==> src/rtl/hazard_forward_unit_pkg.sv <==
// Shared types for the decode-side hazard and forwarding unit: operand selector codes and the
// shadow entry that tracks a destination register in flight.
package hazard_forward_unit_pkg;

    // The shadow rd field is fixed at this width; REG_ADDR_W must match it.
    localparam int unsigned ShadowRdW = 5;

    typedef enum logic [1:0] {
        NO_FORWARD_SELECT  = 2'd0,
        EX_RESULT_SELECT   = 2'd1,
        MEM_RESULT_SELECT  = 2'd2,
        WB_RESULT_SELECT   = 2'd3
    } forward_mux_code;

    typedef struct packed {
        logic                 valid;
        logic [ShadowRdW-1:0] rd;
        logic                 is_load;
    } fwd_shadow_t;

    localparam fwd_shadow_t ShadowEmpty = '0;

endpackage

==> src/rtl/hazard_forward_unit_if.sv <==
// Decode-to-hazard-unit bundle: master is the pipeline side, slave is the hazard unit.
interface hazard_forward_unit_if #(
    parameter int unsigned REG_ADDR_W = 5,
    parameter int unsigned CNT_W      = 32
);
    import hazard_forward_unit_pkg::*;

    logic                  id_valid_ip;
    logic [REG_ADDR_W-1:0] id_rs1_addr_ip;
    logic [REG_ADDR_W-1:0] id_rs2_addr_ip;
    logic                  id_rs1_used_ip;
    logic                  id_rs2_used_ip;
    logic [REG_ADDR_W-1:0] id_rd_addr_ip;
    logic                  id_rd_write_ip;
    logic                  id_is_load_ip;
    logic                  flush_ip;
    forward_mux_code       fa_mux_op;
    forward_mux_code       fb_mux_op;
    logic                  stall_op;
    logic                  bubble_op;
    logic [CNT_W-1:0]      stall_count_op;
    logic [CNT_W-1:0]      flush_count_op;

    modport master (
        output id_valid_ip, id_rs1_addr_ip, id_rs2_addr_ip, id_rs1_used_ip, id_rs2_used_ip,
               id_rd_addr_ip, id_rd_write_ip, id_is_load_ip, flush_ip,
        input  fa_mux_op, fb_mux_op, stall_op, bubble_op, stall_count_op, flush_count_op
    );

    modport slave (
        input  id_valid_ip, id_rs1_addr_ip, id_rs2_addr_ip, id_rs1_used_ip, id_rs2_used_ip,
               id_rd_addr_ip, id_rd_write_ip, id_is_load_ip, flush_ip,
        output fa_mux_op, fb_mux_op, stall_op, bubble_op, stall_count_op, flush_count_op
    );

endinterface

==> src/rtl/hazard_forward_unit_fwd_select.sv <==
// Per-operand forward selection against the EX and MEM shadow entries; flags a load-use hit.
module hazard_forward_unit_fwd_select
    import hazard_forward_unit_pkg::*;
(
    input  logic [ShadowRdW-1:0] addr_i,
    input  logic                 used_i,
    input  fwd_shadow_t          sh_ex_i,
    input  fwd_shadow_t          sh_mem_i,
    output forward_mux_code      code_o,
    output logic                 load_hazard_o
);

    logic src_live;
    logic hit_ex;
    logic hit_mem;

    // ALU and load results both reach execute through writeback data from MEM.
    logic unused_mem_load;
    assign unused_mem_load = sh_mem_i.is_load;

    assign src_live = used_i && (addr_i != '0);
    assign hit_ex   = src_live && sh_ex_i.valid && (sh_ex_i.rd == addr_i);
    assign hit_mem  = src_live && sh_mem_i.valid && (sh_mem_i.rd == addr_i);

    always_comb begin
        code_o        = NO_FORWARD_SELECT;
        load_hazard_o = 1'b0;
        // The youngest producer shadows any older match, even when it is a stalling load.
        if (hit_ex) begin
            if (sh_ex_i.is_load) begin
                load_hazard_o = 1'b1;
            end else begin
                code_o = EX_RESULT_SELECT;
            end
        end else if (hit_mem) begin
            code_o = WB_RESULT_SELECT;
        end
    end

endmodule

==> src/rtl/hazard_forward_unit.sv <==
// Decode-side hazard unit: shadows in-flight destinations, raises load-use stalls and registers
// the EX operand forward selectors and bubble flag.
module hazard_forward_unit
    import hazard_forward_unit_pkg::*;
#(
    parameter int unsigned REG_ADDR_W = ShadowRdW,
    parameter int unsigned CNT_W      = 32
) (
    input  logic                  clock,
    input  logic                  reset,
    hazard_forward_unit_if.slave  bus
);

    fwd_shadow_t          sh_ex_q, sh_mem_q, sh_wb_q, sh_ex_d;
    forward_mux_code      fa_code, fb_code, fa_q, fb_q, fa_d, fb_d;
    logic                 haz_a, haz_b, stall, bubble_q, bubble_d, issue;
    logic [REG_ADDR_W-1:0] id_rd;
    logic [CNT_W-1:0]     stall_cnt_q, flush_cnt_q;

    // sh_wb matches are satisfied by register-file write-through, so it is never consulted.
    logic unused_sh_wb;
    assign unused_sh_wb = ^sh_wb_q;

    assign id_rd = bus.id_rd_addr_ip;

    hazard_forward_unit_fwd_select u_fwd_select_a (
        .addr_i        (bus.id_rs1_addr_ip),
        .used_i        (bus.id_rs1_used_ip),
        .sh_ex_i       (sh_ex_q),
        .sh_mem_i      (sh_mem_q),
        .code_o        (fa_code),
        .load_hazard_o (haz_a)
    );

    hazard_forward_unit_fwd_select u_fwd_select_b (
        .addr_i        (bus.id_rs2_addr_ip),
        .used_i        (bus.id_rs2_used_ip),
        .sh_ex_i       (sh_ex_q),
        .sh_mem_i      (sh_mem_q),
        .code_o        (fb_code),
        .load_hazard_o (haz_b)
    );

    assign stall = bus.id_valid_ip && !bus.flush_ip && (haz_a || haz_b);
    assign issue = bus.id_valid_ip && !stall && !bus.flush_ip;

    always_comb begin
        sh_ex_d         = ShadowEmpty;
        sh_ex_d.valid   = issue && bus.id_rd_write_ip && (id_rd != '0);
        sh_ex_d.rd      = id_rd;
        sh_ex_d.is_load = bus.id_is_load_ip;
        fa_d            = issue ? fa_code : NO_FORWARD_SELECT;
        fb_d            = issue ? fb_code : NO_FORWARD_SELECT;
        bubble_d        = !issue;
    end

    always_ff @(posedge clock or negedge reset) begin
        if (!reset) begin
            sh_ex_q     <= ShadowEmpty;
            sh_mem_q    <= ShadowEmpty;
            sh_wb_q     <= ShadowEmpty;
            fa_q        <= NO_FORWARD_SELECT;
            fb_q        <= NO_FORWARD_SELECT;
            bubble_q    <= 1'b1;
            stall_cnt_q <= '0;
            flush_cnt_q <= '0;
        end else begin
            sh_ex_q  <= sh_ex_d;
            sh_mem_q <= sh_ex_q;
            sh_wb_q  <= sh_mem_q;
            fa_q     <= fa_d;
            fb_q     <= fb_d;
            bubble_q <= bubble_d;
            if (stall && (stall_cnt_q != '1)) begin
                stall_cnt_q <= stall_cnt_q + CNT_W'(1);
            end
            if (bus.flush_ip && (flush_cnt_q != '1)) begin
                flush_cnt_q <= flush_cnt_q + CNT_W'(1);
            end
        end
    end

    assign bus.fa_mux_op      = fa_q;
    assign bus.fb_mux_op      = fb_q;
    assign bus.stall_op       = stall;
    assign bus.bubble_op      = bubble_q;
    assign bus.stall_count_op = stall_cnt_q;
    assign bus.flush_count_op = flush_cnt_q;

endmodule

==> src/flat_wrapper.sv <==
// flat-port wrapper written by rule: the top's interface ports become plain ports
module hazard_forward_unit_flat import hazard_forward_unit_pkg::*;
#(
    parameter int unsigned REG_ADDR_W = ShadowRdW,
    parameter int unsigned CNT_W      = 32
)
  (clock, reset, bus_id_valid_ip, bus_id_rs1_addr_ip, bus_id_rs2_addr_ip, bus_id_rs1_used_ip, bus_id_rs2_used_ip, bus_id_rd_addr_ip, bus_id_rd_write_ip, bus_id_is_load_ip, bus_flush_ip, bus_fa_mux_op, bus_fb_mux_op, bus_stall_op, bus_bubble_op, bus_stall_count_op, bus_flush_count_op);
  hazard_forward_unit_if #(.REG_ADDR_W(REG_ADDR_W), .CNT_W(CNT_W)) bus_i ();
  input  logic clock;
  input  logic reset;
  input wire logic [$bits(bus_i.id_valid_ip)-1:0] bus_id_valid_ip;
  input wire logic [$bits(bus_i.id_rs1_addr_ip)-1:0] bus_id_rs1_addr_ip;
  input wire logic [$bits(bus_i.id_rs2_addr_ip)-1:0] bus_id_rs2_addr_ip;
  input wire logic [$bits(bus_i.id_rs1_used_ip)-1:0] bus_id_rs1_used_ip;
  input wire logic [$bits(bus_i.id_rs2_used_ip)-1:0] bus_id_rs2_used_ip;
  input wire logic [$bits(bus_i.id_rd_addr_ip)-1:0] bus_id_rd_addr_ip;
  input wire logic [$bits(bus_i.id_rd_write_ip)-1:0] bus_id_rd_write_ip;
  input wire logic [$bits(bus_i.id_is_load_ip)-1:0] bus_id_is_load_ip;
  input wire logic [$bits(bus_i.flush_ip)-1:0] bus_flush_ip;
  output wire logic [$bits(bus_i.fa_mux_op)-1:0] bus_fa_mux_op;
  output wire logic [$bits(bus_i.fb_mux_op)-1:0] bus_fb_mux_op;
  output wire logic [$bits(bus_i.stall_op)-1:0] bus_stall_op;
  output wire logic [$bits(bus_i.bubble_op)-1:0] bus_bubble_op;
  output wire logic [$bits(bus_i.stall_count_op)-1:0] bus_stall_count_op;
  output wire logic [$bits(bus_i.flush_count_op)-1:0] bus_flush_count_op;
  assign bus_i.id_valid_ip = bus_id_valid_ip;
  assign bus_i.id_rs1_addr_ip = bus_id_rs1_addr_ip;
  assign bus_i.id_rs2_addr_ip = bus_id_rs2_addr_ip;
  assign bus_i.id_rs1_used_ip = bus_id_rs1_used_ip;
  assign bus_i.id_rs2_used_ip = bus_id_rs2_used_ip;
  assign bus_i.id_rd_addr_ip = bus_id_rd_addr_ip;
  assign bus_i.id_rd_write_ip = bus_id_rd_write_ip;
  assign bus_i.id_is_load_ip = bus_id_is_load_ip;
  assign bus_i.flush_ip = bus_flush_ip;
  assign bus_fa_mux_op = bus_i.fa_mux_op;
  assign bus_fb_mux_op = bus_i.fb_mux_op;
  assign bus_stall_op = bus_i.stall_op;
  assign bus_bubble_op = bus_i.bubble_op;
  assign bus_stall_count_op = bus_i.stall_count_op;
  assign bus_flush_count_op = bus_i.flush_count_op;
  hazard_forward_unit #(.REG_ADDR_W(REG_ADDR_W), .CNT_W(CNT_W)) u_core (.clock(clock), .reset(reset), .bus(bus_i));
endmodule
==> config.mk <==
export PLATFORM = sky130hd
export DESIGN_NAME = hazard_forward_unit_flat
export DESIGN_NICKNAME = d
export VERILOG_FILES = /design/src/rtl/hazard_forward_unit_pkg.sv /design/src/rtl/hazard_forward_unit_if.sv /design/src/rtl/hazard_forward_unit_fwd_select.sv /design/src/rtl/hazard_forward_unit.sv /design/src/flat_wrapper.sv
export SDC_FILE = /design/constraint.sdc
export NUM_CORES = 1
export LEC_CHECK = 0
export ABC_AREA = 1
export CAP_MARGIN = 30
export CORE_MARGIN = 3
export CORE_UTILIZATION = 50
export CTS_CLUSTER_SIZE = 28
export DETAILED_ROUTE_END_ITERATION = 6
export DONT_BUFFER_PORTS = 1
export HOLD_SLACK_MARGIN = 0.12
export PLACE_DENSITY = 0.64
export SETUP_SLACK_MARGIN = 0.3
export SYNTH_ARGS = -nofsm -noshare
export SYNTH_HDL_FRONTEND = slang
export SYNTH_HIERARCHICAL = 1
export SYNTH_SLANG_ARGS = --single-unit
==> constraint.sdc <==
create_clock -name clock -period 2.5 [get_ports clock]
set_input_delay 0.375 -clock clock [delete_from_list [all_inputs] [get_ports clock]]
set_output_delay 0.375 -clock clock [all_outputs]
set_load 0.02 [all_outputs]
Word-level counts from Yosys, hierarchy flattened
Index checks and enable logic that the tools add are counted.

Output and inout bits: 70. Bits in read-only memories: 0. Input bits: 23. Latch bits: 0. Memories kept: 0. Flip-flop bits (word level): 82. RAM bits: 0.

Reductions and logical operators: 25. Shift-type cells: 0. Bitwise gates (word level): 0. Order comparisons: 0. Add/sub/neg operators: 2. $mul: 0. Equal/unequal tests: 6. Div/mod/pow operators: 0. Multiplexer cells: 10.

Operators by type and width (count): $add 32x1->32 const B (2); $ne 32x32->1 const B (2); $eq 5x5->1 (4); $logic_and 1x1->1 (18); $reduce_bool 5->1 (3); $mux 2 (6); $mux 1 (4); $logic_not 1->1 (3); $logic_or 1x1->1 (1).

Depth between registers and ports, before layout
Gate-level depths: netlist of the first run.

Depth in word-level cells: 12. Depth in mapped cells: 15.

Modules after synthesis
Netlist of the first run, hierarchy kept.

Modules (own cells, without submodules): hazard_forward_unit (area each 4747.1 sq um, sequential area each 2078.2 sq um, times used 1, cells each 673); hazard_forward_unit_fwd_select (area each 342.8 sq um, sequential area each 0.0 sq um, times used 2, cells each 79).

Worst setup path after synthesis of the first run
No wires, ideal clock.

Path kind: register -> register. Start: reg u_core/sh_ex_q[4] (netlist bit). End: reg u_core.stall_cnt_q[25] (netlist: u_core/bus.stall_count_op[25]). Data required time: 2.382 ns. Buffers on the path: 0. Library setup time: 0.118 ns. Slack: 0.569 ns. Cell stages (with the launch flop): 16. Clock period less this slack: 1.931 ns. Arrival time: 1.813 ns. Path through: dfrtp_1 -> inv_1 -> nand2_1 -> nand2_1 -> inv_1 -> nand2_1 -> nor2_2 -> nand3_2 -> nor2_1 -> nor2_1 -> nor2_8 -> nand3_1 -> nor2_2 -> nand3_1 -> nand2_1 -> nand2_1.

Word-level cells in the longest chain between the ends: 6.

Ends and longest elaborated chain: from (decl) (line hazard_forward_unit.sv:14) `fwd_shadow_t sh_ex_q, sh_mem_q, sh_wb_q, sh_ex_d;`; from (signal assigned) (line hazard_forward_unit.sv:59) `sh_ex_q <= ShadowEmpty;`; $eq 5x5->1 (line hazard_forward_unit_fwd_select.sv:22) `assign hit_ex = src_live && sh_ex_i.valid && (sh_ex_i.rd == addr_i);`; $logic_and 1x1->1 (line hazard_forward_unit_fwd_select.sv:22); $mux 1 (line hazard_forward_unit_fwd_select.sv:29) `if (hit_ex) begin`; net u_core.haz_b (line hazard_forward_unit.sv:16) `logic haz_a, haz_b, stall, bubble_q, bubble_d, issue;`; $logic_or 1x1->1 (line hazard_forward_unit.sv:44) `assign stall = bus.id_valid_ip && !bus.flush_ip && (haz_a || haz_b);`; $logic_and 1x1->1 (line hazard_forward_unit.sv:44); net bus_stall_op (line flat_wrapper.sv:22) `output wire logic [$bits(bus_i.stall_op)-1:0] bus_stall_op;`; $logic_and 1x1->1 (line hazard_forward_unit.sv:74) `if (stall && (stall_cnt_q != '1)) begin`; to (signal assigned) (line hazard_forward_unit.sv:75) `stall_cnt_q <= stall_cnt_q + CNT_W'(1);`; to (decl) (line hazard_forward_unit.sv:18) `logic [CNT_W-1:0] stall_cnt_q, flush_cnt_q;`.

The timed path passes the listed nets, and every way through them passes these cells. A chain may end at the register's enable or synchronous reset.

Worst setup path in the final report of the first run
Start: reg u_core/sh_ex_q[4] (netlist bit). End: out bus_stall_op.

Word-level cells in the longest chain between the ends: 5.

Ends and longest elaborated chain (line): $eq 5x5->1 (hazard_forward_unit_fwd_select.sv:22); $logic_and 1x1->1 (hazard_forward_unit_fwd_select.sv:22); $mux 1 (hazard_forward_unit_fwd_select.sv:29); net u_core.haz_a (hazard_forward_unit.sv:16); $logic_or 1x1->1 (hazard_forward_unit.sv:44); $logic_and 1x1->1 (hazard_forward_unit.sv:44); to (decl) (flat_wrapper.sv:22).

The timed path passes the listed nets, and every way through them passes these cells.

==> results.tsv, run 1 <==
metric	value	unit
first_pass_iters	5	
worstPathCellList	inv_2, nand2_2, nand2_2, inv_2, nand2_2, nor2_2, nand3_2, nor2_4, nor2_4, nor2_8	
r2r-end	u_core/bus.stall_count_op[17]	
wirelength	14.3	mm
ir_drop	0.000249	V
clock-sinks	82	
pwr-share-comb	8.3	%
setup_ws	0.342	ns
reg2regPathDepth	15	
first_global_vias	4851	
drt-met1-wl	6.21	mm
hold_ws	-0.317	ns
drt-initial-drc-count	375	
slowest_delay	0.44	ns
ctsRootBufferMaster	clkbuf_8	
path_clk_slew	0.09	ns
grt_max_degree	83	
reg2reg_slack	0.39	ns
crit_type	reg -> out	
place_ws	0.276	ns
antennaDiodeCount	0	
crit_required	2.12	ns
syn_to_final_growth	8.45	%
skew	0.0191	ns
violations	negative hold slack	
vias	5182	
crit_start	u_core/sh_ex_q[4]	
syn_avg_cell_area	6.52	um^2
cap_violations	0	
hold_path.class	in -> async	
cp_slowest_cell	dfrtp_2	
routabilityCongestion	0.871	
hold_violations	82	
slew_violations	0	
cts_hold_buf	6	
syn-num-nets	855	
yosys_warnings	6	
ioPinCount	93	
cts_buffer_depth	2	
intPower	1820	uW
grt_usage	24.1	%
grt_antenna_before_repair	0	
crit_fanout	8	
initial_core_util	51.9	%
rr_startpoint	u_core/sh_ex_q[4]	
clock_latency	0.37	ns
cts_tree	done	
port_buffers	0	
core-area	10400	um^2
ant_nets	0	
fp.dieArea	12100	um^2
start_kind	flip-flop	
fmax	0.463	GHz
tns	0	ns
hpwl	10.5	mm
grt_overflow	0	
power_frac_seq	58.3	%
critPathArrivalTime	1.78	ns
highest_layer	met4	
crit_top_cell	nand2_2	
synth_area	5410	um^2
wl_met2	6.78	mm
tightest_slew	0.476	ns
numCtsBuffers	9	
layout-drive-gt1-share	10.3	%
min_period	2.16	ns
status	complete, but fails checks	
synthCells	830	
power	2570	uW
die_w	110	um
finalSetupViolations	0	
power_density	438	nW/um^2
grt_pass1_wl	23.0	mm
dp.cells	963	
p_clk_share	33.4	%
power_switching_share	29.0	%
switchingPower	744	uW
row_count	37	
drcViolationCount	0	
vias_per_cell	5.25	
finalNetCount	871	
relSlewSlack	68.1	%
avgRoutedWirePerCell	14.5	um
end_kind	primary output	
leakage	0.00278	uW
wl_met3	1.05	mm
crit_path_end	bus_stall_op	
instances_no_fill	987	
ctsHtreeMaxLevel	3	
fin_crit_sh	86.3	%
die_h	110	um
rsz0062_at_grt	yes	
## power groups by stage
stage               logic [uW]  clock network (uW)  registers [uW]
finish                     212                 857            1500
global route               240                 933            1510
CTS                        200                 884            1500
detailed placement         192                   0            1520
global placement           181                   0            1520
floorplan                  159                   0            1500
## worst max-delay path: cells and delay by family, from the launching register on
kind	cells	cell delay [ns]
DFF	1	0.44
buffers and inverters	2	0.11
and+or+nand+nor	8	0.87
## metrics by stage
stage	area, um^2	util, %
after floorplan	5410	-
after global placement	5550	53.3
after detailed placement	5550	53.3
after CTS	5780	55.5
after global routing	5860	56.3
final	5860	56.3
## registers in the layout, indices dropped and copies added (netlist names)
name,flops
u_core/bus.flush_count_op,32
u_core/bus.fb_mux_op,2
u_core/bus.fa_mux_op,2
u_core/sh_ex_q,7
u_core/bus.bubble_op,1
u_core/bus.stall_count_op,32
u_core/sh_mem_q,6
## layer usage
layer	track usage [%]	vias to the layer above
li1	-	2583
met1	30.9	2405
met2	40.3	169
met3	6.00	25
met4	7.03	0
met5	0	-
## layout by cell type, fill, tap and decap left out, types with 5 or more instances in the layout
master / count
inv_1: 81
xnor2_1: 12
nand4_1: 21
buf_4: 8
nand2_2: 15
nor2_4: 7
nand2_1: 357
nor2_2: 11
nand3b_1: 14
inv_2: 14
xor2_1: 7
dlygate4sd3_1: 6
o21ai_0: 11
clkbuf_8: 9
nand3_1: 53
nand3_2: 5
dfrtp_1: 78
nor2_1: 110
## how the worst min path moves through the flow
stage | endpoint | startpoint | slack (ns)
2_1_floorplan | u_core/bus.fa_mux_op[0] | reset | 0.08
3_3_place_gp | u_core/sh_mem_q[1] | reset | 0.08
3_5_place_dp | u_core/sh_mem_q[1] | reset | 0.08
4_1_cts | u_core/bus.stall_count_op[20] | reset | -0.32
5_1_grt | u_core/bus.stall_count_op[20] | reset | -0.33
6_report | u_core/bus.stall_count_op[28] | reset | -0.32
## what timing repair did
| item | CTS | global route |
|---|---|---|
| cloned | 0 | 0 |
| endpoints found under the setup margin | 8 | 19 |
| pin swaps | 1 | 11 |
| endpoints found under the hold margin | 88 | 82 |
| resized for setup | 2 | 26 |
| buffers inserted | 0 | 2 |
## area by class of cell
type / count / area, um^2
Fill cell: 1025 / 4550
Multi-Input combinational cell: 643 / 3000
Sequential cell: 82 / 2060
Inverter: 96 / 363
Tap cell: 136 / 170
Clock buffer: 13 / 139
Timing Repair Buffer: 14 / 120
Clock inverter: 3 / 18.8
No activity file was read; power rests on OpenSTA's default activity.
==> run 2, diff against run 1 <==
==> constraint.sdc (replaced) <==
create_clock -name clock -period 2.4 [get_ports clock]
set_input_delay 0.36 -clock clock [delete_from_list [all_inputs] [get_ports clock]]
set_output_delay 0.36 -clock clock [all_outputs]
set_load 0.02 [all_outputs]
==> run 2 against run 1 <==
  * The flow still finishes with violations (negative hold slack)
  * Setup slack lost 0.11 ns
  * Non-clock buffer count increased by 5
  * Sequential cell count unchanged
  * Critical path depth stayed put
  * Clock skew down 0.011 ns
  * Sequential power up 4%
  * Via count increased by 0.54%
  * Worst hold slack worse by 0.0043 ns
  * Combinational power grew 2%
  * First-iteration DRC count increased by 11%
  * Sequential share of layout area down 0.35 points
==> results.tsv, run 2 (synthesis results as in run 1) <==
metric	value	unit	change
status	complete, but fails checks		
violations	negative hold slack		
reg2reg_slack	0.28	ns	-0.11 ns
syn_to_final_growth	9.88	%	
hold_ws	-0.322	ns	-0.00435 ns
ioPinCount	93		unchanged
drt-initial-drc-count	416		+11%
tns	0	ns	unchanged
crit_required	2.04	ns	-0.08 ns
grt_antenna_before_repair	0		unchanged
rsz0062_at_grt	yes		
fp.dieArea	12100	um^2	unchanged
path_clk_slew	0.09	ns	about the same
ctsHtreeMaxLevel	3		unchanged
layout-drive-gt1-share	11.8	%	+1.5 points
grt_max_degree	83		unchanged
reg2regPathDepth	15		unchanged
vias	5210		+0.54%
cap_violations	0		unchanged
die_h	110	um	unchanged
vias_per_cell	5.25		about the same
setup_ws	0.233	ns	-0.108 ns
crit_type	reg -> out		
clock-sinks	82		unchanged
r2r-end	u_core/bus.stall_count_op[17]		
port_buffers	0		unchanged
wirelength	14.6	mm	+1.9%
fmax	0.462	GHz	
worstPathCellList	inv_2, nand2_2, nand2_1, inv_1, nand2_1, nor2_2, nand3_2, nor2_4, nor2_4, nor2_8		
crit_fanout	8		unchanged
drcViolationCount	0		unchanged
die_w	110	um	unchanged
leakage	0.00280	uW	+0.75%
avgRoutedWirePerCell	14.7	um	+1.4%
first_global_vias	4727		-2.6%
finalNetCount	876		+0.57%
rr_startpoint	u_core/sh_ex_q[4]		
grt_overflow	0		unchanged
slowest_delay	0.44	ns	about the same
finalSetupViolations	0		unchanged
tightest_slew	0.469	ns	-0.00736 ns
ir_drop	0.000532	V	+110%
hold_violations	82		unchanged
ctsRootBufferMaster	clkbuf_8		
hold_path.class	in -> async		
crit_family	simple AND/OR/NAND/NOR gates		
grt_pass1_wl	23.3	mm	+1.2%
power_density	455	nW/um^2	+4.1%
grt_usage	24.7	%	+0.56 points
antennaDiodeCount	0		unchanged
core-area	10400	um^2	unchanged
routabilityCongestion	0.899		+3.3%
place_ws	0.199	ns	-0.0778 ns
mostFrequentLayoutCell	nand2_1		
cts_tree	done		
hpwl	10.7	mm	+2.0%
cts_hold_buf	6		unchanged
clock_latency	0.37	ns	about the same
numCtsBuffers	9		unchanged
relSlewSlack	68.6	%	+0.49 points
first_pass_iters	5		unchanged
ant_nets	0		unchanged
critPathArrivalTime	1.81	ns	+0.03 ns
min_period	2.17	ns	
start_kind	flip-flop		
cts_buffer_depth	2		unchanged
worst-path-buf-inv	2		unchanged
path_depth	10		unchanged
layout_common_cells	358 x nand2_1, 109 x nor2_1, 83 x inv_1		
skew	0.00856	ns	-0.0105 ns
slew_violations	0		unchanged
end_kind	primary output		
cp_slowest_cell	dfrtp_2		
initial_core_util	51.9	%	unchanged
fin_crit_sh	90.3	%	
row_count	37		unchanged
-- run 2: changes by cell type in the layout (fill, tap and decap cells not counted), moves of 3 or more --
cell | previous run | this run
dfrtp_1 | 78 | 73
dfrtp_2 | 3 | 8
nand3_2 | 5 | 8
buf_4 | 8 | 12
clkinvlp_4 | 0 | 3
nand3_1 | 53 | 50
-- run 2: layer usage --
layer	part of all wire (%)	global-route usage, %	vias up
li1	-	-	2603
met1	44	31.6	2405
met2	47	40.7	183
met3	7.4	7.34	19
met4	1.5	6.41	0
met5	0	0	-
-- run 2: where the power goes --
part           total [uW]  switching (uW)  internal, uW
clock                 929             526           403
sequential           1560             130          1430
combinational         217             127          90.0
total                2710             783          1920
-- run 2: stage by stage --
stage | util, % | total power [uW] | hold WS (ns) | instances | area [um^2]
final | 57.0 | 2710 | -0.322 | 992 | 5940
after global routing | 57.0 | 2840 | -0.358 | 992 | 5940
after CTS | 56.1 | 2730 | -0.341 | 990 | 5850
after detailed placement | 53.6 | 1790 | 0.0671 | 967 | 5580
after global placement | 53.6 | 1770 | 0.0677 | 967 | 5580
after floorplan | - | 1730 | 0.0644 | 830 | 5410
-- run 2: what timing repair did --
action                     4_1_cts  5_1_grt
setup buffers                    1        2
resized for setup                9       27
gates cloned                     0        0
setup endpoints to repair       10       30
hold endpoints to repair        88       82
pin swaps                        2        7
-- run 2: how the worst max path moves through the flow --
stage / startpoint / to / slack (ns)
2_1_floorplan: u_core/sh_ex_q[4] / u_core/bus.stall_count_op[25] / 0.47
3_3_place_gp: u_core/sh_ex_q[4] / u_core/bus.stall_count_op[25] / 0.27
3_5_place_dp: u_core/sh_ex_q[4] / u_core/bus.stall_count_op[22] / 0.20
4_1_cts: u_core/sh_ex_q[4] / bus_stall_op / 0.30
5_1_grt: u_core/sh_ex_q[4] / bus_stall_op / 0.12
6_report: u_core/sh_ex_q[4] / bus_stall_op / 0.23
-- run 2: worst reg2reg max path, cell delays in order (launching register included) --
cell and delay [ns]:
dfrtp_2 0.44, inv_2 0.06, nand2_2 0.07, nand2_1 0.07
inv_1 0.06, nand2_1 0.05, nor2_2 0.11, nand3_2 0.11
nor2_4 0.14, nor2_4 0.07, nor2_8 0.27, nand3_2 0.16
nor2_4 0.19, nand3_1 0.09, nand2_1 0.07, nand2_1 0.05
-- run 2: area by class of cell --
type                       instances  area (um^2)
fill                            1048         4470
multi-input combinational        643         3010
sequential                        82         2060
inverter                          96          368
tap                              136          170
timing repair buffer              19          161
clock buffer                      12          145
clock inverter                     4         27.5
==> run 3, diff against run 2 <==
--- a/config.mk
+++ b/config.mk
@@ -7,6 +7,7 @@
 export LEC_CHECK = 0
 export ABC_AREA = 1
 export CAP_MARGIN = 30
+export CORE_ASPECT_RATIO = 2
 export CORE_MARGIN = 3
 export CORE_UTILIZATION = 50
 export CTS_CLUSTER_SIZE = 28
==> constraint.sdc (replaced) <==
create_clock -name clock -period 2.3 [get_ports clock]
set_input_delay 0.345 -clock clock [delete_from_list [all_inputs] [get_ports clock]]
set_output_delay 0.345 -clock clock [all_outputs]
set_load 0.02 [all_outputs]
==> run 3 against run 2 <==
  * The flow still finishes with violations (negative hold slack)
  * Non-clock buffer count grew 27
  * Via count grew 4.0%
  * First-iteration DRC count shrank 17%
  * Power grew 33%
  * Clock power grew 84%
  * Final cell count grew 2.8%
  * Critical path depth grew 1
  * Utilization grew 3.4 points
  * Clock-buffer cell count shrank 2
  * Routed wire length grew 13%
  * Global-route usage grew 2.4 points
==> results.tsv, run 3 (synthesis results as in run 1) <==
metric	value	unit	change
status	complete, but fails checks		
violations	negative hold slack		
core-area	10500	um^2	+1.2%
wirelength	16.4	mm	+13%
first_global_vias	5254		+11%
min_period	2.18	ns	
fp.dieArea	12200	um^2	+0.62%
initial_core_util	51.3	%	-0.63 points
antennaDiodeCount	0		unchanged
grt_max_degree	83		unchanged
die_h	153	um	+39%
ir_drop	0.000512	V	-3.9%
crit_top_cell	nor2_4		
ctsHtreeMaxLevel	3		unchanged
crit_fanout	6		-2
crit_type	reg -> out		
leakage	0.00304	uW	+8.5%
end_kind	primary output		
hpwl	12.5	mm	+17%
cts_hold_buf	6		unchanged
vias_per_cell	5.31		+1.2%
clock-sinks	82		unchanged
hold_path.class	in -> async		
drcViolationCount	0		unchanged
mostFrequentLayoutCell	nand2_1		
place_ws	0.184	ns	-0.0142 ns
cp_slowest_cell	dfrtp_2		
clock_latency	0.35	ns	-0.02 ns
critPathArrivalTime	1.83	ns	+0.02 ns
avgRoutedWirePerCell	16.1	um	+9.6%
drt-initial-drc-count	347		-17%
routabilityCongestion	0.904		+0.52%
ctsRootBufferMaster	clkbuf_16		
vias	5421		+4.0%
skew	0.00790	ns	-0.000661 ns
ant_nets	0		unchanged
slew_violations	0		unchanged
rsz0062_at_grt	yes		
port_buffers	0		unchanged
row_count	53		+43%
tightest_slew	0.471	ns	+0.00221 ns
ioPinCount	93		unchanged
hold_violations	82		unchanged
grt_antenna_before_repair	0		unchanged
hold_ws	-0.305	ns	+0.0166 ns
layout_common_cells	359 x nand2_1, 108 x nor2_1, 83 x inv_1		
first_pass_iters	5		unchanged
crit_required	1.96	ns	-0.08 ns
finalSetupViolations	0		unchanged
relSlewSlack	68.6	%	about the same
grt_pass1_wl	25.4	mm	+8.8%
grt_usage	27.1	%	+2.4 points
cts_buffer_depth	2		unchanged
power_density	563	nW/um^2	+24%
fin_crit_sh	94.6	%	
layout-drive-gt1-share	14.8	%	+3.0 points
path_clk_slew	0.06	ns	-0.03 ns
slowest_delay	0.42	ns	-0.02 ns
numCtsBuffers	9		unchanged
worstPathCellList	inv_1, nand2_2, nand2_1, inv_1, nand2_1, nor2_4, nand3_2, nor2_4, nor2_4, nor2_8, buf_8		
start_kind	flip-flop		
cts_tree	done		
fmax	0.459	GHz	
cap_violations	0		unchanged
setup_ws	0.123	ns	-0.110 ns
finalNetCount	903		+3.1%
syn_to_final_growth	17.8	%	
die_w	79.5	um	-28%
grt_overflow	0		unchanged
[run 3: area by class of cell]
cell class | instances | area, um^2
well taps | 137 | 171
flip-flops and latches | 82 | 2070
multi-input cells | 643 | 3020
fillers | 1003 | 4180
repair buffers | 46 | 388
clock buffers | 10 | 239
inverters | 96 | 373
clock inverters | 6 | 113
[run 3: final timing paths]
check	start	end	slack [ns]	depth (start not counted)
worst max register to register	u_core/sh_ex_q[4]	u_core/bus.stall_count_op[25]	0.17	16
worst min-delay path	reset	u_core/sh_mem_q[3]	-0.30	0
min in group clock	bus_id_valid_ip	u_core/sh_ex_q[6]	0.16	2
worst min register to register	u_core/sh_ex_q[5]	u_core/sh_mem_q[5]	0.46	0
max in group asynchronous	reset	u_core/bus.bubble_op	2.43	0
worst max-delay path	u_core/sh_ex_q[4]	bus_stall_op	0.12	11
[run 3: where the power goes]
group	switching, uW	leakage, uW	internal, uW
Sequential	115	0.00109	1490
Clock	617	0.000173	1090
Combinational	158	0.00178	109
Total	890	0.00304	2700
[run 3: stage by stage]
step | utilization, % | instance area, um^2 | total power (uW) | TNS, ns | cells
2_1_floorplan | - | 5410 | 1800 | 0 | 830
3_3_place_gp | 54.5 | 5750 | 1870 | 0 | 990
3_5_place_dp | 54.5 | 5750 | 1880 | 0 | 990
4_1_cts | 58.7 | 6190 | 3610 | 0 | 1012
5_1_grt | 60.4 | 6370 | 3720 | -0.0141 | 1020
6_report | 60.4 | 6370 | 3590 | 0 | 1020
[run 3: what timing repair did]
action	4_1_cts	5_1_grt
endpoints found under the hold margin	88	82
endpoints found under the setup margin	26	33
pin swaps	2	15
gates cloned	0	0
buffers inserted	0	8
gates resized for setup	8	36
[run 3: critical path: cells and delay by family (launching register included)]
family                 cells  cell delay, ns
flip-flops                 1            0.42
buffers and inverters      3            0.31
AND/OR/NAND/NOR            8            0.76
[run 3: layer usage]
metal	up-vias	track usage, %	part of all wire, %
li1	2654	-	-
met4	0	18.0	6.2
met5	-	0	0
met2	206	49.6	55
met1	2500	25.2	33
met3	61	7.08	6.4
